<file path="config.mk">
export PLATFORM = sky130hd
export DESIGN_NAME = radix4_seq_divider
export DESIGN_NICKNAME = d
export VERILOG_FILES = /design/src/rtl/radix4_seq_divider.sv
export SDC_FILE = /design/constraint.sdc
export NUM_CORES = 1
export LEC_CHECK = 0
export ABC_AREA = 0
export ABC_CLOCK_PERIOD_IN_PS = 6000
export BUFFER_PORTS_ARGS = -buffer_cell sky130_fd_sc_hd__buf_4
export CAP_MARGIN = 20
export CORE_MARGIN = 2
export CORE_UTILIZATION = 50
export CTS_CLUSTER_SIZE = 16
export DETAILED_ROUTE_END_ITERATION = 6
export PLACE_DENSITY = 0.73
export SLEW_MARGIN = 20
export SYNTH_ARGS = -nofsm -noshare
export SYNTH_HDL_FRONTEND = slang
export SYNTH_SLANG_ARGS = --single-unit
</file>
<file path="constraint.sdc">
create_clock -name clk -period 6 [get_ports clk]
set_input_delay 0.6 -clock clk [delete_from_list [all_inputs] [get_ports clk]]
set_output_delay 0.6 -clock clk [all_outputs]
set_load 0.05 [all_outputs]
</file>
<file path="src/rtl/radix4_seq_divider.sv">
// Iterative unsigned radix-4 divider: retires two quotient bits per clock,
// with valid/ready handshakes on both sides and a divide-by-zero flag.
module radix4_seq_divider #(
  parameter int WIDTH = 10
) (
  input  logic             clk,
  input  logic             rst_n,
  input  logic             in_valid,
  output logic             in_ready,
  input  logic [WIDTH-1:0] N,
  input  logic [WIDTH-1:0] D,
  output logic             out_valid,
  input  logic             out_ready,
  output logic [WIDTH-1:0] Q,
  output logic [WIDTH-1:0] R,
  output logic             DIV0
);

  localparam int K  = (WIDTH + 1) / 2;
  localparam int W2 = 2 * K;
  localparam int RW = WIDTH + 2;
  localparam int CW = $clog2(K + 1);

  typedef enum logic [1:0] {
    S_IDLE = 2'd0,
    S_CALC = 2'd1,
    S_DONE = 2'd2
  } state_t;

  state_t          r_state;
  state_t          w_state_next;
  logic [CW-1:0]   r_cnt;
  logic [RW-1:0]   r_rem;
  logic [W2-1:0]   r_dvd;
  logic [W2-1:0]   r_quo;
  logic [WIDTH-1:0] r_d;
  logic [RW-1:0]   r_d2;
  logic [RW-1:0]   r_d3;

  logic [RW-1:0]   w_d1;
  logic [RW-1:0]   w_t;
  logic [1:0]      w_digit;
  logic [RW-1:0]   w_rem_next;
  logic [W2-1:0]   w_quo_next;
  logic [W2-1:0]   w_dvd_next;
  logic            w_last;

  // State register
  always_ff @(posedge clk or negedge rst_n) begin
    if (!rst_n) begin
      r_state <= S_IDLE;
    end else begin
      r_state <= w_state_next;
    end
  end

  // Next-state logic
  always_comb begin
    w_state_next = r_state;
    case (r_state)
      S_IDLE: begin
        if (in_valid) begin
          w_state_next = (D == {WIDTH{1'b0}}) ? S_DONE : S_CALC;
        end else begin
          w_state_next = S_IDLE;
        end
      end
      S_CALC: begin
        if (w_last) begin
          w_state_next = S_DONE;
        end else begin
          w_state_next = S_CALC;
        end
      end
      S_DONE: begin
        if (out_ready) begin
          w_state_next = S_IDLE;
        end else begin
          w_state_next = S_DONE;
        end
      end
      default: w_state_next = S_IDLE;
    endcase
  end

  // Handshake outputs decoded from the state register
  always_comb begin
    in_ready  = 1'b0;
    out_valid = 1'b0;
    case (r_state)
      S_IDLE:  in_ready  = 1'b1;
      S_DONE:  out_valid = 1'b1;
      default: begin
        in_ready  = 1'b0;
        out_valid = 1'b0;
      end
    endcase
  end

  // One radix-4 step: select the largest multiple of D that fits the shifted remainder
  always_comb begin
    w_d1       = RW'(r_d);
    w_t        = (r_rem << 2) | RW'(r_dvd[W2-1 -: 2]);
    w_digit    = 2'd0;
    w_rem_next = w_t;
    if (w_t >= r_d3) begin
      w_digit    = 2'd3;
      w_rem_next = w_t - r_d3;
    end else if (w_t >= r_d2) begin
      w_digit    = 2'd2;
      w_rem_next = w_t - r_d2;
    end else if (w_t >= w_d1) begin
      w_digit    = 2'd1;
      w_rem_next = w_t - w_d1;
    end else begin
      w_digit    = 2'd0;
      w_rem_next = w_t;
    end
    w_quo_next = (r_quo << 2) | W2'(w_digit);
    w_dvd_next = r_dvd << 2;
    w_last     = (r_cnt == CW'(1));
  end

  // Datapath and result registers
  always_ff @(posedge clk or negedge rst_n) begin
    if (!rst_n) begin
      r_cnt <= {CW{1'b0}};
      r_rem <= {RW{1'b0}};
      r_dvd <= {W2{1'b0}};
      r_quo <= {W2{1'b0}};
      r_d   <= {WIDTH{1'b0}};
      r_d2  <= {RW{1'b0}};
      r_d3  <= {RW{1'b0}};
      Q     <= {WIDTH{1'b0}};
      R     <= {WIDTH{1'b0}};
      DIV0  <= 1'b0;
    end else begin
      case (r_state)
        S_IDLE: begin
          if (in_valid) begin
            r_dvd <= W2'(N);
            r_d   <= D;
            r_d2  <= RW'(D) << 1;
            r_d3  <= RW'(D) + (RW'(D) << 1);
            r_rem <= {RW{1'b0}};
            r_quo <= {W2{1'b0}};
            r_cnt <= CW'(K);
            if (D == {WIDTH{1'b0}}) begin
              Q    <= {WIDTH{1'b1}};
              R    <= N;
              DIV0 <= 1'b1;
            end else begin
              DIV0 <= 1'b0;
            end
          end
        end
        S_CALC: begin
          r_rem <= w_rem_next;
          r_quo <= w_quo_next;
          r_dvd <= w_dvd_next;
          r_cnt <= r_cnt - CW'(1);
          // For odd WIDTH the extra top quotient bit is always zero and is dropped here
          if (w_last) begin
            Q <= w_quo_next[WIDTH-1:0];
            R <= w_rem_next[WIDTH-1:0];
          end
        end
        default: ;
      endcase
    end
  end

endmodule

</file>
==> impl_metrics.tcl <==
set metrics [dict create \
    worstSetupPathType "reg2reg" \
    synth_nets 668 \
    gp_congestion 0.986 \
    grt_max_degree 76 \
    port_buffers 46 \
    clock_path_buffers 2 \
    vias 4369 \
    ctsHoldBuffers 0 \
    synth-xor-area-share 0.0450 \
    dr_wl_met3_um 642 \
    max_freq_ghz 0.316 \
    cts_resized 0 \
    area.growth.synth_to_final_pct 13.1 \
    ant_nets 0 \
    setup_ws_ns 2.84 \
    antenna_found_initial 0 \
    period_needed_ns 3.16 \
    cts_buffers 9 \
    dieArea_um2 10900 \
    drv_cap 0 \
    skew_ns 0.00910 \
    grt_pass1_vias 4335 \
    grt_pass1_wl_um 21700 \
    highest_layer "met4" \
    synth_cell_types 64 \
    dr.pass1.iters 7 \
    syn_area_per_cell_um2 8.56 \
    cts_tree "done" \
    seq_area_frac_synth 0.371 \
    clk_latency_ns 0.37 \
    synth_commonest_cells "nand2_1 (94), dfrtp_1 (75), nor2_1 (53), o21ai_0 (52), ha_1 (49)" \
    cts_setup_buffers 0 \
    diodes 0 \
    syn_inst 591 \
    finalCritPeriodShare 0.527 \
    synth_edf_count 0 \
    cts_sinks 75 \
    maxSlewHeadroom 0.272 \
    routed-wl-met2_um 6050 \
    cp-end-kind "flip-flop" \
    synthMuxAreaShare 0.0121 \
    htree_levels 3 \
    drv_slew 0 \
    fill_cells 916 \
    yosysWarnings 0 \
    wl_met1_um 5790 \
    dr.first_iter.drc_count 236 \
    synthAdderAreaFrac 0.137 \
    rsz0062_at_grt "false" \
    row_count 36 \
    r2r_slack_ns 2.84 \
    pre_cts_ws_ns 2.94 \
    outcome "completed" \
    hold_viol_final 0 \
    die_h_um 105 \
    routed_wl_um 12900 \
    yosysTopAreaCellShare 0.371 \
    cts.clk_slew.worst_paths_ns 0.08 \
    ioPinCount 47 \
    dp.final_hpwl_um 9770 \
    track_usage 0.251 \
    root_buffer "clkbuf_8" \
    synth.ff_latch_count 75 \
    multiInputGateArea_um2 2910 \
    core_area_um2 9820 \
    start_util 0.515 \
    final_nets 706 \
    syn_area_um2 5060 \
    die_w_um 105 \
    ff_latch_area_um2 1880 \
    drive_gt1_frac 0.123 \
    hold_class "in2async" \
    synth_top_family_by_area "compound AO/OA/AOI/OAI gates" \
    gr-total-overflow 0 \
    tightest_slew_ns 1.08 \
    critPathRequiredTime_ns 6.20 \
    drc 0 \
    synth_most_common_cell "nand2_1" \
    viasPerCell 5.70 \
    synth_compound_area_frac 0.217 \
    synthTopCellsByArea "dfrtp_1 (37%), ha_1 (12%), nand2_1 (7.0%)" \
    synth-simple-area-share 0.163 \
    setup_violations 0 \
    tns_ns 0 \
    startpoint_type "flip-flop" \
    synth-async-reset-ratio 1.00 \
    wl_per_cell_um 16.8 \
    synthFlopType "dfrtp_1" \
    synth_top_cell_by_area "dfrtp_1" \
    cp_max_fo 14 \
    cp.arrival_ns 3.36 \
]
## layout make-up
class	count	share of cell area
Clock buffer	10	0.0241
Clock inverter	6	0.0153
Inverter	49	0.0321
Multi-Input combinational cell	446	0.508
Sequential cell	75	0.328
Tap cell	133	0.0291
Timing Repair Buffer	48	0.0630
## path summary, 6_finish.rpt
check                                startpoint              endpoint  cells past startpoint
min in group clk                      out_ready  r_state[1]$_DFF_PN0_                      2
max                        r_dvd[8]$_DFFE_PN0P_      R[8]$_DFFE_PN0P_                     11
max reg2reg                r_dvd[8]$_DFFE_PN0P_      R[8]$_DFFE_PN0P_                     11
min                                       rst_n  r_rem[9]$_DFFE_PN0P_                      1
min reg2reg                r_dvd[2]$_DFFE_PN0P_  r_dvd[2]$_DFFE_PN0P_                      2
max in group asynchronous                 rst_n    r_d[6]$_DFFE_PN0P_                      1
## worst max-delay path, cell delays in order, from the launching register on
cell and delay [ns]:
dfrtp_1 0.39, inv_1 0.11, ha_1 0.20, inv_1 0.09, fa_1 0.41, nand3_1 0.11
a31oi_1 0.14, o41ai_4 0.75, mux2i_1 0.26, nor2_1 0.06, o31ai_1 0.34, a31oi_1 0.15
## through the flow
| step | area (µm²) | util | hold WS (ns) | cells |
|---|---|---|---|---|
| after floorplan | 5060 | - | 0.304 | 591 |
| after global placement | 5490 | 0.560 | 0.461 | 751 |
| after CTS | 5720 | 0.582 | 0.411 | 767 |
| after detailed placement | 5490 | 0.560 | 0.464 | 751 |
| after global routing | 5720 | 0.583 | 0.448 | 767 |
| final | 5720 | 0.583 | 0.355 | 767 |
## placed cells by master (no fill, tap or decap), types with 3 or more instances in the layout
cell and count:
nor2b_1 5, fa_1 4, a31oi_1 15, o22ai_1 3, ha_1 49, a22oi_1 6
a21o_1 11, nand2_1 94, a21oi_1 36, xnor2_1 15, nor3_1 9, clkbuf_8 10
mux2i_1 5, o21ai_0 52, and3_1 3, o31ai_1 6, inv_1 48, o21ai_1 4
xor2_1 11, o21a_1 6, dfrtp_1 75, nand4_1 4, buf_4 48, nand3_1 8
a21boi_0 3, nor2_1 52
## cell families after synthesis
group | after synthesis
AND/OR/NAND/NOR | 192
AO/OA/AOI/OAI | 169
flip-flops | 75
buffers and inverters | 70
adder cells (fa/ha/maj) | 53
XOR/XNOR | 26
multiplexers | 6
## routing by layer
metal  track usage  up-vias
met2         0.395      135
met4         0.100        0
met3        0.0437       33
met1         0.345     2073
met5             0        -
li1              -     2128
## state kept, by name (all words and copies together) (netlist names)
register,cells
r_cnt,3
r_state,2
r_d3,11
DIV0,1
r_rem,10
R,10
Q,10
r_dvd,10
r_d,10
r_quo,8
Power is not shown: default switching activity piles up to over one toggle a cycle in this logic, so the estimate is an artifact.
